File: config.mk
export PLATFORM = sky130hd
export DESIGN_NAME = simon_game_core
export DESIGN_NICKNAME = d
export VERILOG_FILES = /design/src/rtl/simon_game_core.sv
export SDC_FILE = /design/constraint.sdc
export NUM_CORES = 1
export LEC_CHECK = 0
export CORE_ASPECT_RATIO = 1.75
export CORE_MARGIN = 3
export CORE_UTILIZATION = 53
export CTS_BUF_LIST = sky130_fd_sc_hd__clkbuf_16
export CTS_CLUSTER_SIZE = 24
export DETAILED_ROUTE_END_ITERATION = 8
export PLACE_DENSITY = 0.82
export REMOVE_ABC_BUFFERS = 1
export SLEW_MARGIN = 0
export SYNTH_ARGS = -nofsm -noshare
export SYNTH_HDL_FRONTEND = slang
export SYNTH_SLANG_ARGS = --single-unit
File: constraint.sdc
create_clock -name clk -period 2.8 [get_ports clk]
set_input_delay 0.56 -clock clk [delete_from_list [all_inputs] [get_ports clk]]
set_output_delay 0.56 -clock clk [all_outputs]
set_load 0.02 [all_outputs]
File: src/rtl/simon_game_core.sv
// Simon Says engine: LFSR-generated colour sequence, timed playback, press checking, win/lose.
// Optional input timeout is compiled in when SIMON_TIMEOUT_EN is defined.
`timescale 1ns/1ps

module simon_game_core #(
   parameter int NUM_COLOURS    = 4,
   parameter int MAX_LEN        = 16,
   parameter int SHOW_CYCLES    = 3,
   parameter int GAP_CYCLES     = 2,
   parameter int TIMEOUT_CYCLES = 1024,
   localparam int CW            = $clog2(NUM_COLOURS),
   localparam int LW            = $clog2(MAX_LEN + 1)
) (
   input  logic                   clk,
   input  logic                   rst_n,
   input  logic                   clear,
   input  logic                   start,
   input  logic [7:0]             seed,
   input  logic [NUM_COLOURS-1:0] btn,
   output logic [NUM_COLOURS-1:0] led,
   output logic [LW-1:0]          round,
   output logic [2:0]             state_dbg,
   output logic                   game_over,
   output logic                   game_won
);

   localparam int AW    = $clog2(MAX_LEN);
   localparam int DEPTH = 1 << AW;
   localparam int TMAX  = (SHOW_CYCLES > GAP_CYCLES) ? SHOW_CYCLES : GAP_CYCLES;
   localparam int TW    = $clog2(TMAX + 1);

   localparam logic [TW-1:0] SHOW_LAST = TW'(SHOW_CYCLES - 1);
   localparam logic [TW-1:0] GAP_LAST  = TW'(GAP_CYCLES - 1);
   localparam logic [AW-1:0] GEN_LAST  = AW'(MAX_LEN - 1);
   localparam logic [LW-1:0] LEN_FULL  = LW'(MAX_LEN);

   if (!(NUM_COLOURS == 2 || NUM_COLOURS == 4 || NUM_COLOURS == 8) ||
       MAX_LEN < 2 || MAX_LEN > 32 || SHOW_CYCLES < 1 || GAP_CYCLES < 1 ||
       TIMEOUT_CYCLES < 2) begin : g_bad_params
      $error("simon_game_core: illegal parameter combination");
   end

   typedef enum logic [2:0] {
      S_IDLE     = 3'd0,
      S_GEN      = 3'd1,
      S_SHOW_ON  = 3'd2,
      S_SHOW_OFF = 3'd3,
      S_INPUT    = 3'd4,
      S_WIN      = 3'd5,
      S_LOSE     = 3'd6
   } state_t;

   state_t                   state;
   logic [7:0]               lfsr;
   logic [AW-1:0]            idx;
   logic [TW-1:0]            timer;
   logic [NUM_COLOURS-1:0]   btn_prev;
   logic [CW-1:0]            mem [0:DEPTH-1];

`ifdef SIMON_TIMEOUT_EN
   localparam int TOW = $clog2(TIMEOUT_CYCLES);
   localparam logic [TOW-1:0] TO_LAST = TOW'(TIMEOUT_CYCLES - 1);
   logic [TOW-1:0] tmo_cnt;
`endif

   function automatic logic [NUM_COLOURS-1:0] onehot(input logic [CW-1:0] c);
      logic [NUM_COLOURS-1:0] v;
      v    = '0;
      v[c] = 1'b1;
      return v;
   endfunction

   logic [7:0]             lfsr_next;
   logic [NUM_COLOURS-1:0] press;
   logic [NUM_COLOURS-1:0] exp_oh;
   logic [NUM_COLOURS-1:0] next_oh;
   logic [NUM_COLOURS-1:0] first_oh;
   logic                   last_in_round;

   assign lfsr_next     = {lfsr[6:0], lfsr[7] ^ lfsr[5] ^ lfsr[4] ^ lfsr[3]};
   assign press         = btn & ~btn_prev;
   assign exp_oh        = onehot(mem[idx]);
   assign next_oh       = onehot(mem[idx + AW'(1)]);
   assign first_oh      = onehot(mem[0]);
   assign last_in_round = (LW'(idx) == round - LW'(1));
   assign state_dbg     = state;

   // NOTE: the sequence store has no reset; every entry is rewritten in GEN before it is read.
   always_ff @(posedge clk) begin
      if (state == S_GEN && !clear)
         mem[idx] <= lfsr[CW-1:0];
   end

   always_ff @(posedge clk or negedge rst_n) begin
      if (!rst_n) begin
         // NOTE: sequential state uses non-blocking assignments so every register sees pre-edge values.
         state     <= S_IDLE;
         led       <= '0;
         round     <= '0;
         idx       <= '0;
         timer     <= '0;
         btn_prev  <= '0;
         game_over <= 1'b0;
         game_won  <= 1'b0;
         lfsr      <= 8'h00;
`ifdef SIMON_TIMEOUT_EN
         tmo_cnt   <= '0;
`endif
      end else begin
         btn_prev <= btn;
         if (clear) begin
            state     <= S_IDLE;
            led       <= '0;
            round     <= '0;
            idx       <= '0;
            timer     <= '0;
            game_over <= 1'b0;
            game_won  <= 1'b0;
`ifdef SIMON_TIMEOUT_EN
            tmo_cnt   <= '0;
`endif
         end else begin
            case (state)
               S_IDLE: begin
                  led <= '0;
                  if (start) begin
                     state <= S_GEN;
                     lfsr  <= (seed == 8'h00) ? 8'hA5 : seed;
                     idx   <= '0;
                  end
               end

               S_GEN: begin
                  lfsr <= lfsr_next;
                  if (idx == GEN_LAST) begin
                     state <= S_SHOW_ON;
                     round <= LW'(1);
                     idx   <= '0;
                     timer <= '0;
                     led   <= first_oh;
                  end else begin
                     idx <= idx + AW'(1);
                  end
               end

               S_SHOW_ON: begin
                  if (timer == SHOW_LAST) begin
                     state <= S_SHOW_OFF;
                     timer <= '0;
                     led   <= '0;
                  end else begin
                     timer <= timer + TW'(1);
                  end
               end

               S_SHOW_OFF: begin
                  if (timer == GAP_LAST) begin
                     timer <= '0;
                     if (last_in_round) begin
                        state <= S_INPUT;
                        idx   <= '0;
                        led   <= btn;
`ifdef SIMON_TIMEOUT_EN
                        tmo_cnt <= '0;
`endif
                     end else begin
                        state <= S_SHOW_ON;
                        idx   <= idx + AW'(1);
                        led   <= next_oh;
                     end
                  end else begin
                     timer <= timer + TW'(1);
                  end
               end

               S_INPUT: begin
                  led <= btn;
                  if (press == '0) begin
`ifdef SIMON_TIMEOUT_EN
                     if (tmo_cnt == TO_LAST) begin
                        state     <= S_LOSE;
                        led       <= '0;
                        game_over <= 1'b1;
                     end else begin
                        tmo_cnt <= tmo_cnt + TOW'(1);
                     end
`endif
                  end else if (press == exp_oh) begin
`ifdef SIMON_TIMEOUT_EN
                     tmo_cnt <= '0;
`endif
                     if (!last_in_round) begin
                        idx <= idx + AW'(1);
                     end else if (round == LEN_FULL) begin
                        state     <= S_WIN;
                        led       <= '0;
                        game_over <= 1'b1;
                        game_won  <= 1'b1;
                     end else begin
                        // Round complete: replay from the first colour with one more entry.
                        state <= S_SHOW_ON;
                        round <= round + LW'(1);
                        idx   <= '0;
                        timer <= '0;
                        led   <= first_oh;
                     end
                  end else begin
                     state     <= S_LOSE;
                     led       <= '0;
                     game_over <= 1'b1;
                  end
               end

               S_WIN, S_LOSE: begin
                  led <= '0;
                  if (!start) begin
                     state     <= S_IDLE;
                     round     <= '0;
                     idx       <= '0;
                     game_over <= 1'b0;
                     game_won  <= 1'b0;
                  end
               end

               default: begin
                  state     <= S_IDLE;
                  led       <= '0;
                  round     <= '0;
                  idx       <= '0;
                  timer     <= '0;
                  game_over <= 1'b0;
                  game_won  <= 1'b0;
               end
            endcase
         end
      end
   end

endmodule
== Word level (Yosys, flattened, before mapping) ==
Memory sizes are Yosys's and may differ from the RTL's.
Cells that the tools add are included.
Word-level totals
  register bits: 32
  bits in writable memories: 32
  bits of input ports: 16
  output and inout bits: 14
  word-level logic and storage cells: 149
  memories: 1
Operators by class
  add/subtract/negate cells: 4
  order comparisons: 6
  equal/unequal tests: 30
  multiplexer cells: 72
  bitwise operators: 6
  reductions and logical operators: 21
Memory list
  mem: depth 16, width 2, read ports 3, clocked after Yosys merged registers in 0, write ports 1, line 58  | logic [CW-1:0] mem [0:DEPTH-1];
Operators with widths (number)
  $mux 4: 19
  $mux 5: 7
  $mux 3: 11
  $ne 3x3->1 const B: 9
  $pmux 4 s6: 1
  $reduce_and 7->1: 3
  $pmux 5 s4: 1
  $pmux 3 s6: 1
  $mux 2: 8
  $mux 8: 2
  $pmux 4 s4: 1
  $pmux 8 s2: 1
  $mux 1: 14
  $ne 4x4->1 const B: 3
  $reduce_and 6->1: 2
  $pmux 2 s5: 1
  $eq 3x3->1 const B: 3
  $lt 2x3->1 const B: 3
  $logic_not 8->1: 1
  $demux 1 s2: 3
  $eq 3x2->1 const B: 2
  $ge 2x1->1 const B: 3
  $ne 2x1->1 const B: 3
  $pmux 1 s3: 2
  other kinds (27): 35

== Logic depth before layout (Yosys ltp) ==
  word-level depth: 10
  gate-level depth with buffers: 13
  gate-level depth less buffers: 10

== Worst setup path before layout ==
Ideal clock, no wire load.
  path kind: register to register
  from: register idx[1]
  to: register led[2]
  setup time: 126 ps
  arrival: 2685 ps
  required time: 2674 ps
  slack: -11 ps
  cell stages (with the launch flop): 14
  path buffers: 3
  period minus slack after synthesis: 2811 ps
  cell sequence: dfrtp_1 > buf_6 > buf_8 > inv_1 > ha_1 > buf_2 > mux4_2 > mux2i_1 > mux2_2 > nand2b_1 > o22ai_1 > a221oi_1 > nor2_1 > a221o_1
Between the ends
  longest elaborated chain between the ends: 10
  elaborated cells between the ends (all ways): 24
  those cells by class: add/sub: 1; order compare: 4; eq/ne: 4; mux: 11; reduce/logical: 3; memory: 1
RTL lines
  start, declared: line 55  | logic [AW-1:0] idx;
  start signal, assigned: line 142  | idx <= idx + AW'(1);
  start signal, assigned: line 168  | idx <= idx + AW'(1);
  start signal, assigned: line 193  | idx <= idx + AW'(1);
  $add 4x1->4 or $mem_v2 16x2 (tied branches)
  $mem_v2 16x2, or another cell as far along
  $lt 2x3->1 (implied by the code), or another cell as far along: line 69  | v[c] = 1'b1;
  $logic_and 1x1->1 (implied by the code) or $mux 1 (tied branches): line 69
  $mux 1 (implied by the code) or $demux 1 s2 (tied branches): line 69
  $demux 1 s2 or $eq 4x4->1 (tied branches): line 69, 188
  $mux 4, on equally long branches: line 159, 188
  $mux 4, on equally long branches: line 157, 178
  $pmux 4 s4: line 123  | case (state)
  $mux 4: line 111  | if (clear) begin
  end signal, assigned: line 140  | led <= first_oh;
  end signal, assigned: line 162  | led <= btn;
  end signal, assigned: line 169  | led <= next_oh;
  end, declared: line 20  | output logic [NUM_COLOURS-1:0] led,
Several ways; a longest one is shown, not always the timed one. The select of a mux whose other input is x is not followed.
A chain may end at the register's enable or synchronous reset.

== Worst setup path in the final report ==
  from: register idx[0]
  to: register led[2]
Same word-level chain as after synthesis.

==> impl_results.md <==
- Critical path required time: between 3 and 4 ns
- Warning count from the yosys run: 0
- Clock latency reported for the late side of the worst-skew pair: between 0.3 and 0.4 ns
- Xor and xnor fraction of the mapped netlist area: 1.81%
- Grt ovf: 0
- Pin count of the biggest net entering global routing: 33
- Placeable core area: 7010 um2
- DRC violation count after routing: 0
- Leakage power of the design: 0.00190 uW
- Setup crit end kind: register
- Worst Hold Class: register to register
- Commonest cells after routing, fill and taps aside: buf_4, nand2_1, nor2_1, edfxtp_1, dfrtp_1
- Max Cap Violations: 0
- Number of flip-flops and latches in the synthesized netlist: 64
- Final std cell area, no fill: 4950 um2
- DIE AREA: 8420 um2
- Post-DRT Antenna Nets: 0
- Combinational family with the most area after synthesis: simple AND/OR/NAND/NOR gates
- Fraction of the core area covered by cells at the end of the flow: about 71%
- Synthesis-to-finish area growth: 27.6%
- Part of the Yosys area used for sequential elements: 45.4%
- Worst Setup Slack, final: -0.0267 ns
- Detailed-route vias per instance: around 6.4
- Cell depth of the worst flop-to-flop path: 12
- Worst min-delay path endpoint: game_over
- Cell Area, Synth: 3880 um2
- Wire length of the first global-routing pass: ~17000 um
- Clock power share: between 20% and 30%
- Endpoint arrival time on the critical path: 3.04 ns
- Gpl congestion: between 0.8 and 0.9
- Critical Path Source: idx[0]
- Post-synth EDFFs: 32
- Asr flop ratio synth: 50.0%
- Bufs on Longest Clock Path: 2
- Standard-cell rows: 40
- List of cells traversed by the critical path: buf_8 > buf_4 > ha_1 > xor2_1 > buf_4 > mux2i_2 > mux2_2 > nand2b_1 > o22ai_1 > a221oi_2 > nor2_1 > a221o_1
- Register Area: about 1800 um2
- Antenna Cells: 0
- TritonCTS clock tree: built
- Number of global-route vias before repair: 3490
- Violation count after the first detailed-routing iteration: between 400 and 500
- Final Max Tran Viols: 0
- Cell internal power dissipation: roughly 2600 uW
- Average wire length per cell after detail routing: 19.7 um
- Fraction of power spent switching nets: between 30% and 40%
- Effective utilization at floorplan: 55.3%
- Clk pin slew, worst setup/hold paths: approximately 0.06 ns
- Height of the chip: between 100 and 150 um
- Hold Fails Final Rpt: 0
- Final worst-path cycle share: 101%
- Final setup violating endpoints: 1
- Most common flop cell mapped by yosys: edfxtp_1
- Leading cell type in the layout, fill and taps excluded: buf_4
- Capture instance of the worst register-to-register path: led[2]
- Ranking of synthesized cells by area: edfxtp_1, dfrtp_1, mux4_2, nand2_1, nor2_1
- Placed standard-cell area: 4540 um2
- Setup slack of the most critical reg-to-reg path: -0.03 ns
- Horizontal extent of the die: approximately 71 um
- Largest area contributor in the netlist: edfxtp_1
- RSZ-0062 raised after global routing: yes
- Number of non-filler instances in the completed layout: 543
- Kind of critical path: register to register
- Area of combinational cells with multiple inputs: between 2000 and 2500 um2
- Root buffer cell: clkbuf_16
- Worst vdd ir: about 0.48 mV
- H-Tree Depth: 3
- Number of vias after detailed routing: 3452
- Initial antenna violation count: 0
- Sw power: 1400 uW
- Total Negative Setup Slacks: -0.0267 ns
- Worst clock skew: just over 0.008 ns
- Final nets: 476
- Top cell by count, worst path: buf_4
- Share of synthesized area spent on multiplexers: roughly 12%
- Violated checks: negative setup slack
- Combinational group share of total power: a little over two fifths
- Top fanout value on the critical path: 10
- Register share of total power: between 30% and 40%
- Filler cell count: between 400 and 500
- Number of buffers created by CTS: 9
- Status: finished with violations
- Simple logic cell fraction of the synthesized area: 17.7%
- Number of clock sinks: 64
- Placed cell count: 520
- Syn Inst Count: 378
- Critical hold path startpoint: game_over
- Number of stages on the worst hold path: 2
- Startpoint of the worst-slack reg-to-reg timing path: idx[0]
- Fraction of the mapped netlist area in compound gates: between 15 and 20%
- Fraction of final layout cells sized beyond drive strength 1: between 20% and 30%
- Largest stage delay on the critical path: ~0.42 ns
- Highest clock rate: about 350 MHz
- CP Launch Type: register
- Relative slew margins: a little under half
- Highest-delay cell along the critical path: dfrtp_1
- Port Buffer Count: 29
- I/O pin count: 30
- First-pass detailed-route iteration total: 5
- Number of distinct library cells after synthesis: between 50 and 60
- Post-DP HPWL: between 7000 and 8000 um
- Wire length reported by the detailed router: ~11000 um
- Synth top area share: between 20 and 25%
- Final critical-path required period: about 2.8 ns
- Synth Area per Inst: roughly 10 um2
- Global-route usage over all layers: between 20% and 30%
- Actual transition at the worst max-transition pin: just over 0.8 ns
- Share of synthesized cell area in full adder, half adder and majority cells: a little under 2%
- Pwr dens: approximately 800 nW/um2
-- logic make-up (layout without fill, tap and decap cells) --
group | count (synthesis) | in the layout
buffers and inverters | 32 | 113
muxes | 31 | 31
DFF | 64 | 64
and+or+nand+nor | 144 | 144
AOI/OAI and AO/OA | 93 | 93
xor gates and xnor gates | 8 | 8
adders and majority gates | 6 | 6
-- final cells by class --
class	instances	area share (%)
well taps	84	2.12
flip-flops and latches	64	35.6
repair buffers	84	14.8
multi-input cells	282	41.2
clock buffers	9	4.55
inverters	13	0.986
clock inverters	7	0.632
-- registers in the layout, indices dropped and copies added (netlist names) --
name,cells
btn_prev,4
game_over,1
timer,2
state_dbg,3
lfsr,8
mem,32
game_won,1
round,5
led,4
idx,4
-- synthesized netlist by cell type (all sizes together) (2+ instances only) --
cell type	n
ha	6
xnor2	3
nor3b	2
nand4	2
or3	2
o21ai	18
o22a	4
mux2	8
nor2	39
a211oi	2
nor2b	4
a221o	5
a221oi	5
nand3	7
mux4	12
a21oi	17
and3	3
o2111ai	2
nor3	10
dfrtp	32
mux2i	11
o21a	2
nor4	7
xor2	5
nand2	43
buf	7
inv	13
a22oi	4
o22ai	13
clkbuf	12
or4	2
or2	6
o211ai	4
and2	3
a31oi	5
nand2b	11
a21boi	3
a2111oi	2
edfxtp	32
-- worst max-delay path by stage --
stage | endpoint | slack (ns) | cells after the start
after detailed placement | idx[1] | -0.10 | 8
after global placement | idx[1] | -0.05 | 8
final | led[2] | -0.03 | 12
after CTS | idx[3] | 0.005 | 9
after global routing | led[2] | -0.07 | 12
after floorplan | led[2] | -0.42 | 10
-- routing by layer --
| metal | global-route usage [%] | up-vias | share of wire [%] |
|---|---|---|---|
| met2 | 44.4 | 156 | 55 |
| met5 | 0 | - | 0 |
| met4 | 15.4 | 0 | 4.8 |
| li1 | - | 1577 | - |
| met1 | 27.2 | 1678 | 35 |
| met3 | 4.22 | 41 | 5.2 |
-- stage by stage --
stage               worst slack, ns  hold WS, ns  power (uW)
finish                      -0.0267        0.479        3950
detailed placement           -0.103        0.471        2800
CTS                         0.00478        0.487        3810
global route                -0.0715        0.511        4140
global placement            -0.0544        0.465        2750
floorplan                    -0.423        0.264        2240
-- power groups by stage --
stage	sequential (uW)	combinational (uW)	clock, uW
global placement	1320	1440	0
CTS	1320	1520	974
floorplan	1380	860	0
global route	1340	1770	1030
finish	1330	1660	969
detailed placement	1330	1470	0
-- timing repair --
| action | CTS | global route |
|---|---|---|
| resized for setup | 4 | 21 |
| hold buffers | 0 | 0 |
| pin swaps | 5 | 10 |
| buffers inserted | 0 | 7 |
| endpoints found under the setup margin | 6 | 19 |
-- worst max-delay path, delay by kind of cell (launching register included) --
kind | cells | cell delay [ns]
simple gates | 2 | 0.18
flops | 1 | 0.42
buf+inv | 3 | 0.53
fa+ha+maj | 1 | 0.24
mux | 2 | 0.50
compound gates | 3 | 0.60
xor+xnor | 1 | 0.22
Note: power is estimated with default switching activity, not from simulation.
==> RTL change 1 (same flow settings) <==
`SHOW_CYCLES`: 3 -> 5.
--- a/src/rtl/simon_game_core.sv
+++ b/src/rtl/simon_game_core.sv
@@ -5,7 +5,7 @@
 module simon_game_core #(
    parameter int NUM_COLOURS    = 4,
    parameter int MAX_LEN        = 16,
-   parameter int SHOW_CYCLES    = 3,
+   parameter int SHOW_CYCLES    = 5,
    parameter int GAP_CYCLES     = 2,
    parameter int TIMEOUT_CYCLES = 1024,
    localparam int CW            = $clog2(NUM_COLOURS),
Check against the original RTL: same outputs for any inputs over 10 cycles, from zero or initial values and one cycle with rst_n low; that may be too few to reach the edited logic, so the function may still have changed.
==> RTL change 1 against the original RTL <==
The flow still finishes with violations (negative setup slack). Wire length grew 4.8%. Synthesized area increased by 0.97%. Synthesized cell count down 2.4%. Combinational power fell by 15%. Final area rose by 2.3%. Sequential share of layout area fell by 0.29 points. Global-route usage grew 0.83 points. Setup slack worse by 0.049 ns. Hold slack gained 0.0096 ns. Sequential cell count rose by 1. Sequential power rose by 4%. Die area up 0.91%. Critical path type unchanged. Power decreased by 2.1%.
==> RTL change 1: results (changes against the original RTL) <==
WHS Endpoint = lfsr[2]
Pleak = 1.96 nW (+3.4%)
Status = complete, but fails checks
Post-CTS resize count = 6 (+2)
Vias in the first global route = 3464 (-0.74%)
Final Wtd Congestion = 0.924 (+6.2%)
Final setup margin = -0.0755 ns (-0.0488 ns)
Fillers = 474 (-4.0%)
Multi-In Gates = 273 (-3.2%)
Total track usage = 25.9% (+0.83 points)
TNS Setup = -0.160 ns (-0.133 ns)
Adder-cell area share of the yosys netlist = 2.88% (+0.94 points)
Synth Flop Type = dfrtp_1
Fin cells = 532 (-2.0%)
Slowest CP cell = a2111o_1
Nets = 468 (-1.7%)
Hold_ws = 0.488 ns (+0.00960 ns)
Initial DRC Count = 299 (-35%)
Avg WL per Cell = 21.1 um (+6.9%)
Yosys reg bits = 65 (+1.6%)
Gate power share = 36.6% (-5.3 points)
Post-synthesis compound-gate area fraction = 16.2% (-0.90 points)
XOR/XNOR Fraction of Synth Area = 2.68% (+0.88 points)
Worst slack at placement = -0.101 ns (+0.00181 ns)
Seq/Total Area, Yosys = 45.6% (+0.20 points)
Final number of setup-violating endpoints = 5 (+4)
Failing checks = negative setup slack
Sequential Power Share = 35.7% (+2.2 points)
FF-to-FF path depth = 10 (-2)
CP Max Fanout = 5 (-5)
==> RTL change 1: cell count changes in the layout (fill, tap and decap cells not counted), moves of 5 or more <==
cell	delta
nand2_1	-5
nand2b_1	-5
or2_2	-6
buf_4	-7
nor2b_1	+5
o21ai_0	-5
a221o_1	-5
o22ai_1	-8
a21oi_1	-5
==> RTL change 1: worst max-delay path by stage <==
| stage | startpoint | end | slack [ns] | cells past startpoint |
|---|---|---|---|---|
| after floorplan | idx[0] | led[3] | -0.19 | 8 |
| after global placement | btn[1] | idx[3] | -0.02 | 7 |
| after detailed placement | idx[1] | state_dbg[0] | -0.10 | 11 |
| after CTS | idx[1] | led[3] | -0.0004 | 11 |
| after global routing | idx[1] | timer[0] | -0.16 | 9 |
| final | idx[1] | state_dbg[1] | -0.08 | 10 |
==> RTL change 1: layer usage <==
layer  GRT usage [%]  vias up  wire (um)
met1            26.1     1689       3840
met3            4.95       49        552
met4            17.2        0        648
met2            47.0      150       6180
li1                -     1544          -
met5               0        -          0
==> RTL change 2 (same settings) <==
Without the edit above. Put one more register stage on the output `state_dbg`, cleared by the reset. The value now appears one clock later. The other outputs are not delayed to match.
--- a/src/rtl/simon_game_core.sv
+++ b/src/rtl/simon_game_core.sv
@@ -83,7 +83,13 @@
    assign next_oh       = onehot(mem[idx + AW'(1)]);
    assign first_oh      = onehot(mem[0]);
    assign last_in_round = (LW'(idx) == round - LW'(1));
-   assign state_dbg     = state;
+   always_ff @(posedge clk or negedge rst_n) begin
+      if (!rst_n) begin
+         state_dbg <= '0;
+      end else begin
+         state_dbg <= state;
+      end
+   end
 
    // NOTE: the sequence store has no reset; every entry is rewritten in GEN before it is read.
    always_ff @(posedge clk) begin
Check against the original RTL: not equivalent (a bounded check fails within 4 cycles, from zero or initial values and one cycle with rst_n low).
==> RTL change 2 against the original RTL <==
Power is 8.3% higher. Final area is 1.4% higher. Critical path depth is 4 lower. Synthesized area is 1.4% higher. Combinational power is 8% higher. Core utilization is 0.49 points higher. Clock skew is 0.0015 ns higher. Setup slack better by 0.028 ns. Sequential share of layout area is 1.0 points higher. Sequential cell count is 3 higher. Wire length is 3.5% higher. Non-clock buffer count is 2 lower. Highest routed layer unchanged.
==> RTL change 2: results (changes against the original RTL) <==
Status = complete, no violations
Seq/Total Area, Yosys = 46.7% (+1.3 points)
Pin count of the biggest net entering global routing = 36 (+9.1%)
Clk_lat worst skew = 0.34 ns
Clk_skew = 0.00972 ns (+0.00152 ns)
Fillers = 526 (+6.5%)
Slowest CP cell = a2111o_1
Synth top area cells = edfxtp_1 (24%), dfrtp_1 (22%), mux4_2 (5.2%), mux4_1 (3.3%), mux2i_1 (3.3%)
Final Wtd Congestion = 0.913 (+5.0%)
Total track usage = 26.5% (+1.4 points)
Unique cell type count in the Yosys netlist = 62 (+11%)
Top post-synthesis cells by count = dfrtp_1 (35), edfxtp_1 (32), nand2_1 (32), nor2_1 (31), o21ai_0 (18)
CP peak stage delay = 0.54 ns (+0.12 ns)
Worst-Margin Slew = 1.12 ns (+0.310 ns)
Detailed Route WL = 11.1 mm (+3.5%)
Pleak = 1.96 nW (+3.4%)
Internal = 2.74 mW (+7.5%)
Vias in the first global route = 3517 (+0.77%)
Post-synthesis async set-or-reset flop share = 52.2% (+2.2 points)
CP Max Fanout = 6 (-4)
Syn. warnings = 0 (unchanged)
First-pass GRT wire length = 17.4 mm (+4.8%)
Worst Path Arrival = 3.07 ns (+0.03 ns)
Worst slack at placement = -0.186 ns (-0.0827 ns)
Worst vdd ir = 809 uV (+67%)
Fraction of layout cells with a size suffix above 1 = 26.5% (+3.2 points)
Nets = 455 (-4.4%)
CTS max path bufs = 2 (unchanged)
Avg Vias per Cell = 6.55 (+3.0%)
Initial DRC Count = 330 (-28%)
[RTL change 2: changes by cell type in the layout (fill, tap and decap cells not counted), moves of 5 or more]
cell and change:
nor4_1 -7, nand2b_1 -5, nand2_1 -11, nor2b_1 +7
nor2_1 -7, o22ai_1 -7
[RTL change 2: worst min-delay path, stage by stage (launching register included)]
cell	delay [ns]
dfrtp_1	0.34
nand2_1	0.05
o21ai_0	0.07
[RTL change 2: worst paths after layout]
path                       depth (start not counted)     from  slack, ns      end
hold reg to reg                                    2  lfsr[2]       0.49  lfsr[2]
setup reg to reg                                   8   idx[1]      0.002   led[0]
max in group asynchronous                          2    rst_n       1.77   idx[1]
min in group asynchronous                          2    rst_n       0.65   led[0]
hold / removal                                     2  lfsr[2]       0.49  lfsr[2]
setup / recovery                                   8   idx[1]      0.002   led[0]
[RTL change 2: kinds of logic (layout without fill, tap and decap cells)]
| group | count (synthesis) | in the layout | share of synthesized area (%) |
|---|---|---|---|
| AND/OR/NAND/NOR | 121 | 121 | 15.4 |
| multiplexers | 34 | 34 | 13.8 |
| flip-flops | 67 | 67 | 46.7 |
| XOR/XNOR | 10 | 10 | 2.23 |
| AO/OA/AOI/OAI | 92 | 92 | 17.2 |
| buffers and inverters | 25 | 108 | 2.74 |
| adder cells (fa/ha/maj) | 6 | 6 | 1.91 |
[RTL change 2: area by class of cell]
| class | instances | area [um2] | area share, % |
|---|---|---|---|
| clock inverter | 7 | 61.3 | 1.22 |
| multi-input combinational | 263 | 2050 | 40.9 |
| inverter | 10 | 37.5 | 0.748 |
| clock buffer | 9 | 225 | 4.49 |
| timing repair buffer | 82 | 699 | 13.9 |
| sequential | 67 | 1840 | 36.6 |
| tap | 84 | 105 | 2.09 |
[RTL change 2: per-layer routing]
layer	vias to the layer above	track usage (%)	part of all wire [%]
met5	-	0	0
met4	0	19.5	6.7
met3	61	5.11	4.6
met2	162	46.4	54
met1	1678	27.1	35
li1	1518	-	-
[RTL change 2: timing repair]
item,CTS,global route
endpoints found under the setup margin,9,18
pin swaps,0,9
setup buffers,0,1
gates resized for setup,3,26
[RTL change 2: power by group through the flow]
stage	sequential (mW)	combinational, mW	clock (mW)
after detailed placement	1.42	1.66	0
after global routing	1.42	1.91	1.14
after CTS	1.40	1.67	1.10
after floorplan	1.48	0.944	0
final	1.40	1.80	1.08
after global placement	1.40	1.60	0
[RTL change 2: through the flow]
step	hold slack, ns	power, mW	cell area [um2]	std cells
finish	0.494	4.28	5020	522
global route	0.515	4.47	5020	522
CTS	0.497	4.17	4940	521
detailed placement	0.486	3.07	4650	505
global placement	0.464	3.01	4650	505
floorplan	0.264	2.42	3860	340
